**src/rtl/sr_drv_pkg.sv**
```systemverilog
`default_nettype none
// ============================================================================
// Module   : sr_drv_pkg
// Brief    : Shared types and constants for the SR latch driver.
// Revision : 1.0
// ============================================================================
package sr_drv_pkg;

    localparam int TIMER_W = 4;

    typedef enum logic [1:0] {
        ST_IDLE   = 2'd0,
        ST_PULSE  = 2'd1,
        ST_SETTLE = 2'd2,
        ST_CHECK  = 2'd3
    } state_t;

    localparam logic [1:0] ERR_NONE     = 2'b00;
    localparam logic [1:0] ERR_CONFLICT = 2'b01;
    localparam logic [1:0] ERR_MISMATCH = 2'b10;

endpackage : sr_drv_pkg
`default_nettype wire

```
**src/rtl/sr_drv_timer.sv**
```systemverilog
`default_nettype none
// ============================================================================
// Module   : sr_drv_timer
// Brief    : Loadable down-counter; expires when count reaches 1 while enabled.
// Revision : 1.0
// ============================================================================
module sr_drv_timer
    import sr_drv_pkg::*;
(
    input  logic               clk,
    input  logic               rst_n,
    input  logic               i_load,
    input  logic [TIMER_W-1:0] i_value,
    input  logic               i_en,
    output logic               o_expire
);

    localparam logic [TIMER_W-1:0] C_ONE = {{(TIMER_W-1){1'b0}}, 1'b1};

    logic [TIMER_W-1:0] r_count;

    always_ff @(posedge clk or negedge rst_n) begin
        if (!rst_n) begin
            r_count <= '0;
        end else if (i_load) begin
            r_count <= i_value;
        end else if (i_en && (r_count != '0)) begin
            r_count <= r_count - C_ONE;
        end
    end

    assign o_expire = i_en && (r_count == C_ONE);

endmodule : sr_drv_timer
`default_nettype wire

```
**src/rtl/sr_latch_driver.sv**
```systemverilog
`default_nettype none
// ============================================================================
// Module   : sr_latch_driver
// Brief    : Drives exclusive width-controlled S/R pulses into a NOR SR latch
//            and verifies the resulting Q/Qn.
// Revision : 1.0
// ============================================================================
module sr_latch_driver
    import sr_drv_pkg::*;
#(
    parameter int PULSE_CYC  = 2,
    parameter int SETTLE_CYC = 1
) (
    input  logic       clk,
    input  logic       rst_n,
    input  logic       set_req,
    input  logic       clr_req,
    output logic       req_ready,
    input  logic       latch_q,
    input  logic       latch_qn,
    output logic       s_out,
    output logic       r_out,
    output logic       done,
    output logic       ok,
    output logic [1:0] err_code,
    input  logic       err_clr,
    output logic       target
);

    localparam logic [TIMER_W-1:0] C_PULSE  = PULSE_CYC[TIMER_W-1:0];
    localparam logic [TIMER_W-1:0] C_SETTLE = SETTLE_CYC[TIMER_W-1:0];

    state_t             r_state;
    state_t             w_state_nxt;
    logic               r_s_out;
    logic               r_r_out;
    logic               r_done;
    logic               r_ok;
    logic [1:0]         r_err_code;
    logic               r_target;
    logic               w_target_nxt;
    logic               w_load;
    logic [TIMER_W-1:0] w_load_val;
    logic               w_timer_en;
    logic               w_expire;
    logic               w_conflict;
    logic               w_check;
    logic               w_match;
    logic               w_new_err;
    logic [1:0]         w_new_code;

    sr_drv_timer u_timer (
        .clk      (clk),
        .rst_n    (rst_n),
        .i_load   (w_load),
        .i_value  (w_load_val),
        .i_en     (w_timer_en),
        .o_expire (w_expire)
    );

    assign w_timer_en = (r_state == ST_PULSE) || (r_state == ST_SETTLE);
    // Q==Qn can never satisfy both terms, so it reads as a mismatch.
    assign w_match    = (latch_q == r_target) && (latch_qn == ~r_target);

    always_ff @(posedge clk or negedge rst_n) begin
        if (!rst_n) begin
            r_state <= ST_IDLE;
        end else begin
            r_state <= w_state_nxt;
        end
    end

    always_comb begin
        w_state_nxt  = r_state;
        w_target_nxt = r_target;
        w_load       = 1'b0;
        w_load_val   = C_PULSE;
        w_conflict   = 1'b0;
        w_check      = 1'b0;
        case (r_state)
            ST_IDLE: begin
                if (set_req && clr_req) begin
                    w_conflict = 1'b1;
                end else if (set_req || clr_req) begin
                    w_target_nxt = set_req;
                    w_load       = 1'b1;
                    w_load_val   = C_PULSE;
                    w_state_nxt  = ST_PULSE;
                end
            end
            ST_PULSE: begin
                if (w_expire) begin
                    w_load      = 1'b1;
                    w_load_val  = C_SETTLE;
                    w_state_nxt = ST_SETTLE;
                end
            end
            ST_SETTLE: begin
                if (w_expire) begin
                    w_state_nxt = ST_CHECK;
                end
            end
            ST_CHECK: begin
                w_check     = 1'b1;
                w_state_nxt = ST_IDLE;
            end
            default: w_state_nxt = ST_IDLE;
        endcase
    end

    assign w_new_err  = w_conflict || (w_check && !w_match);
    assign w_new_code = w_conflict ? ERR_CONFLICT : ERR_MISMATCH;

    // S/R derive from the next state so the pulse starts on the first PULSE cycle.
    always_ff @(posedge clk or negedge rst_n) begin
        if (!rst_n) begin
            r_s_out    <= 1'b0;
            r_r_out    <= 1'b0;
            r_done     <= 1'b0;
            r_ok       <= 1'b0;
            r_err_code <= ERR_NONE;
            r_target   <= 1'b0;
        end else begin
            r_s_out  <= (w_state_nxt == ST_PULSE) && w_target_nxt;
            r_r_out  <= (w_state_nxt == ST_PULSE) && !w_target_nxt;
            r_done   <= w_conflict || w_check;
            r_ok     <= w_check && w_match;
            r_target <= w_target_nxt;
            if (err_clr) begin
                r_err_code <= w_new_err ? w_new_code : ERR_NONE;
            end else if ((r_err_code == ERR_NONE) && w_new_err) begin
                r_err_code <= w_new_code;
            end
        end
    end

    assign req_ready = (r_state == ST_IDLE);
    assign s_out     = r_s_out;
    assign r_out     = r_r_out;
    assign done      = r_done;
    assign ok        = r_ok;
    assign err_code  = r_err_code;
    assign target    = r_target;

endmodule : sr_latch_driver
`default_nettype wire
```
**config.mk**
```make
export PLATFORM = sky130hd
export DESIGN_NAME = sr_latch_driver
export DESIGN_NICKNAME = d
export VERILOG_FILES = /design/src/rtl/sr_drv_pkg.sv /design/src/rtl/sr_drv_timer.sv /design/src/rtl/sr_latch_driver.sv
export SDC_FILE = /design/constraint.sdc
export NUM_CORES = 1
export LEC_CHECK = 0
export ABC_AREA = 1
export ABC_CLOCK_PERIOD_IN_PS = 2000
export BUFFER_PORTS_ARGS = -buffer_cell sky130_fd_sc_hd__buf_2
export CAP_MARGIN = 10
export CORE_ASPECT_RATIO = 1.4
export CORE_MARGIN = 5
export CORE_UTILIZATION = 40
export DETAILED_ROUTE_END_ITERATION = 10
export MAX_ROUTING_LAYER = met4
export PLACE_DENSITY_LB_ADDON = 0.25
export SYNTH_ARGS = -nofsm -noshare
export SYNTH_HDL_FRONTEND = slang
export SYNTH_SLANG_ARGS = --single-unit
```
**constraint.sdc**
```tcl
create_clock -name clk -period 2 [get_ports clk]
set_clock_uncertainty 0.15 [all_clocks]
set_input_delay 0.2 -clock clk [delete_from_list [all_inputs] [get_ports clk]]
set_output_delay 0.2 -clock clk [all_outputs]
set_load 0.02 [all_outputs]
```
# After elaboration in Yosys (flattened, before gate mapping)
# Cells that the tools add are included.
[word_totals] reg_bits=13 inputBits=7 word_cells=60
[op_classes] muxes=23 add_sub_neg=1 n_bitwise=1 n_eq_ne=7 n_reduce_logical=20
[op_table] cell="2-bit 2-to-1 mux" n=10
[op_table] cell="1-bit logical AND" n=9
[op_table] cell="1-bit 2-to-1 mux" n=9
[op_table] cell="4-bit 2-to-1 mux" n=2
[op_table] cell="2-bit one-hot mux with 4 select lines" n=1
[op_table] cell="2-bit by 1-bit == test with 1-bit output (second input constant)" n=2
[op_table] cell="2-bit == test (second input constant)" n=2
[op_table] cell="4-bit by 1-bit == test with 1-bit output (second input constant)" n=1
[op_table] cell="2-bit zero test" n=2
[op_table] cell="1-bit logical OR" n=4
[op_table] cell="2-bit nonzero test" n=2
[op_table] cell="4-bit nonzero test" n=1
[op_table] cell="4-bit by 1-bit subtractor with 4-bit output (second input constant)" n=1
[op_table] cell="1-bit == test" n=2
[op_table] cell="1-bit zero test" n=2
[op_table] cell="1-bit one-hot mux with 2 select lines" n=1
[op_table] cell="1-bit inverter" n=1

# Longest topological paths before layout
[depth] depth_word=9 ltp_mapped=10

# Hierarchy
# Synthesis repeated with hierarchy kept, for this count alone.
[unflattened] cells_unflattened=110 hier_area_um2=864.6
[by_module_without_submodules] module="sr_latch_driver" cells_per_inst=69 seq_area_each_um2=225.2 instances=1 area_per_inst_um2=560.5
[by_module_without_submodules] module="sr_drv_timer" cells_per_inst=41 seq_area_each_um2=100.1 instances=1 area_per_inst_um2=304.0

# Worst setup path before layout
# Ideal clock, no wire load.
[synth_timing] path_kind="reg2reg" startpoint="register r_state[0]" endpoint="register r_state[0]" slack_ns=0.435 stages_incl_launch_ff=10 synth_period_minus_slack_ns=1.565 arrival_ns=1.295 required_time_ns=1.730 n_path_buf=0 path_cell_list="dfrtp_1 -> inv_1 -> ha_1 -> nand2_2 -> clkinv_2 -> nand2_2 -> nand2_1 -> nand2_1 -> nand2_2 -> and2_2"
[synth_between] elab_chain_cells=5 word_cells_on_any_way=11
[synth_rtl] element="from (decl)" line="sr_latch_driver.sv:33" source="state_t r_state;"
[synth_rtl] element="from (signal assigned)" line="sr_latch_driver.sv:69" source="r_state <= w_state_nxt;"
[synth_rtl] element="2-bit by 1-bit == test with 1-bit output / 2-bit == test (equally long branches)" line="sr_latch_driver.sv:61, sr_latch_driver.sv:80"
[synth_rtl] element="1-bit logical OR" line="sr_latch_driver.sv:61" source="assign w_timer_en = (r_state == ST_PULSE) || (r_state == ST_SETTLE);"
[synth_rtl] element="1-bit logical AND" line="sr_drv_timer.sv:32" source="assign o_expire = i_en && (r_count == C_ONE);"
[synth_rtl] element="2-bit 2-to-1 mux (on tied branches)" line="sr_latch_driver.sv:99, sr_latch_driver.sv:92"
[synth_rtl] element="2-bit one-hot mux with 4 select lines (*)" line="sr_latch_driver.sv:80" source="case (r_state)"
[synth_rtl] element="named net w_state_nxt[0]" line="sr_latch_driver.sv:34" source="state_t w_state_nxt;"
# The timed path passes the listed nets; every way through them passes the cells marked *.
# A chain may end at the register's enable or synchronous reset.

# Worst setup path in the final report
[layout_timing] startpoint="register r_state[1]" endpoint="register r_state[0]"
# The elaborated chain is that of the path after synthesis.

==> metrics.txt <==
status finished clean; chip width 48.37 microns; DRT Pass-1 Iters 3; main area contributors after synthesis dfrtp_1, ha_1, nand2_1; first-pass GRT wire length between 2 and 3 mm; Row Count 19; commonest non-fill, non-tap cell in the layout nand2_1; Final ANT Viol Nets 0; Critical-path top delay cell dfrtp_1; DR vias 668; crit path max fanout 5; Yosys top cell by area dfrtp_1; DP Wirelength between 1 and 1.5 mm; Area growth syn-to-layout 17.30%; pin count of the biggest net entering global routing 14; GRT Overall Usage between 10% and 20%; Critical Path RT 2.02 ns; Die Y 63.72 microns; post_cts resized 0; warnings from Yosys 0; Top cell by count, worst path nand2_2; period utilization 84.91%; syn_area_per_cell ~8.3 sq um; Static Leak 0.5464 nW; Slew Viols, Final 0; worst vdd ir a little over 0.8 mV; grt met1 use a little under an eighth; GRT met3 Usage roughly 2.8%; Root Buffer Master clkbuf_4; placer congestion estimate 0.7031; starting density of the core a little over two fifths; DR WL/cell about 11 microns; Critical Path End Type flip-flop; share of layout cells above drive strength 1 27.73%; Min Clock Period, post-route about 1.7 ns; layout net count 137; post-synth top area share around two fifths; Post-Syn Area 824.5 sq um; kind of critical path flip-flop to flip-flop; Pwr per Cell Area 1656 mW/mm^2; final setup violation count 0; CTS tree built; floorplan core area ~0.0020 sq mm; crit start category flip-flop; critical path launch point r_state[1]; DRC violations left 0; RSZ-0062 raised after global routing false; RR Startpoint r_state[1]; met2 Use GR 21.08%; CP cell instances inv_1 -> ha_1 -> nand2_2 -> clkinv_2 -> nand2_2 -> nand2_1 -> nand2_1 -> nand2_2 -> and2_2; Total Wirelength approximately 1.6 mm; Yosys cell types 20; synthesis-stage register bit count 13; Syn Nets ~120; buffer levels on the longest clock path 2; CP Data Arrival Time approximately 1.7 ns; most frequent cells in the layout nand2_1, inv_1, buf_2; vias per cell about 4.8; R2R Setup Slk between 0.3 and 0.4 ns; IO buf count 14; Slew Limit Headroom between 70% and 80%; Gate Count Post-Synth 99; Post-CTS Setup Bufs 0; Num CTS Buffers 3; Ports 15; gr ovfl total 0; vias in the first global route just under 700; final hold vios 0; H-tree Lvls 1; initial antenna violation count 0; worst slew pin tran between 0.3 and 0.4 ns; die area between 0.003 and 0.004 sq mm; First DRT Iteration DRCs 6; CP max stage delay between 0.4 and 0.5 ns; total of max-cap violations 0; Hold WC Path Type input pin to flip-flop; WHS approximately 0.11 ns; Seq/Total Area, Yosys roughly two fifths; clock transition at the registers of the reported paths ~0.080 ns; CTS sink cnt 13; clock latency at the later pin of the worst-skew pair ~0.27 ns; most used routing layer in global routing met2; post-route setup TNS 0 ns; Fmax 588.9 MHz; source of the worst hold timing path set_req; Antenna Cells 0
[power by group]
part           switching, mW  internal [mW]
combinational          0.622          0.362
sequential            0.0776          0.379
clock                 0.0839         0.0773
[stage by stage]
step                setup WS [ns]  util (%)  instances  cell area [sq um]  power, mW
floorplan                  0.4354         -         99              824.5      1.233
global placement           0.3222     46.67        134              920.9      1.445
detailed placement         0.3038     46.67        134              920.9      1.463
CTS                        0.2894     49.02        140              967.2      1.636
global route               0.1944     49.02        140              967.2      1.778
finish                     0.3018     49.02        140              967.2      1.601
[sequential cells by signal, indices dropped and copies added (netlist names)]
name	flops
s_out	1
done	1
u_timer.r_count	4
r_out	1
r_state	2
ok	1
target	1
err_code	2
[what timing repair did]
item	in CTS	in global routing
hold endpoints to repair	15	0
hold buffers	2	0
setup endpoints to repair	0	0
[layout make-up]
type / count / area (sq um)
inverters: 18 / 71.32
flip-flops and latches: 13 / 325.3
fillers: 203 / 1006
clock buffers: 4 / 26.28
well taps: 21 / 26.28
multi-input cells: 68 / 427.9
repair buffers: 16 / 90.09
[cells by family (layout without fill, tap and decap cells)]
logic type	count (synthesis)	after routing	synth area share [%]
simple gates	46	46	28.98
buf+inv	18	38	8.650
flops	13	13	39.45
compound gates	12	12	7.740
fa+ha+maj	10	10	15.17
[synth_stat cells (all sizes together)]
cell type   n
nand2      26
inv        17
dfrtp      13
nor2       13
ha         10
o21ai       8
nand3       5
a21oi       2
and2        1
clkinv      1
nor3        1
o211ai      1
o22ai       1
[metal layers]
layer	wire (microns)	share of wire [%]
met1	589	38
met2	855	55
met3	72	4.6
met4	39	2.5
met5	0	0
[critical path, delay by kind of cell, from the launching register on]
kind	cells	cell delay, ns
flops	1	0.43
buf+inv	2	0.18
fa+ha+maj	1	0.35
simple gates	6	0.48
[path summary, 6_finish.rpt]
check,depth (start not counted),to
hold reg to reg,2,u_timer.r_count[1]
max in group asynchronous,2,u_timer.r_count[2]
setup / recovery,9,r_state[0]
hold / removal,3,target
min in group asynchronous,2,ok
setup reg to reg,9,r_state[0]
(Power assumes the default switching activity.)
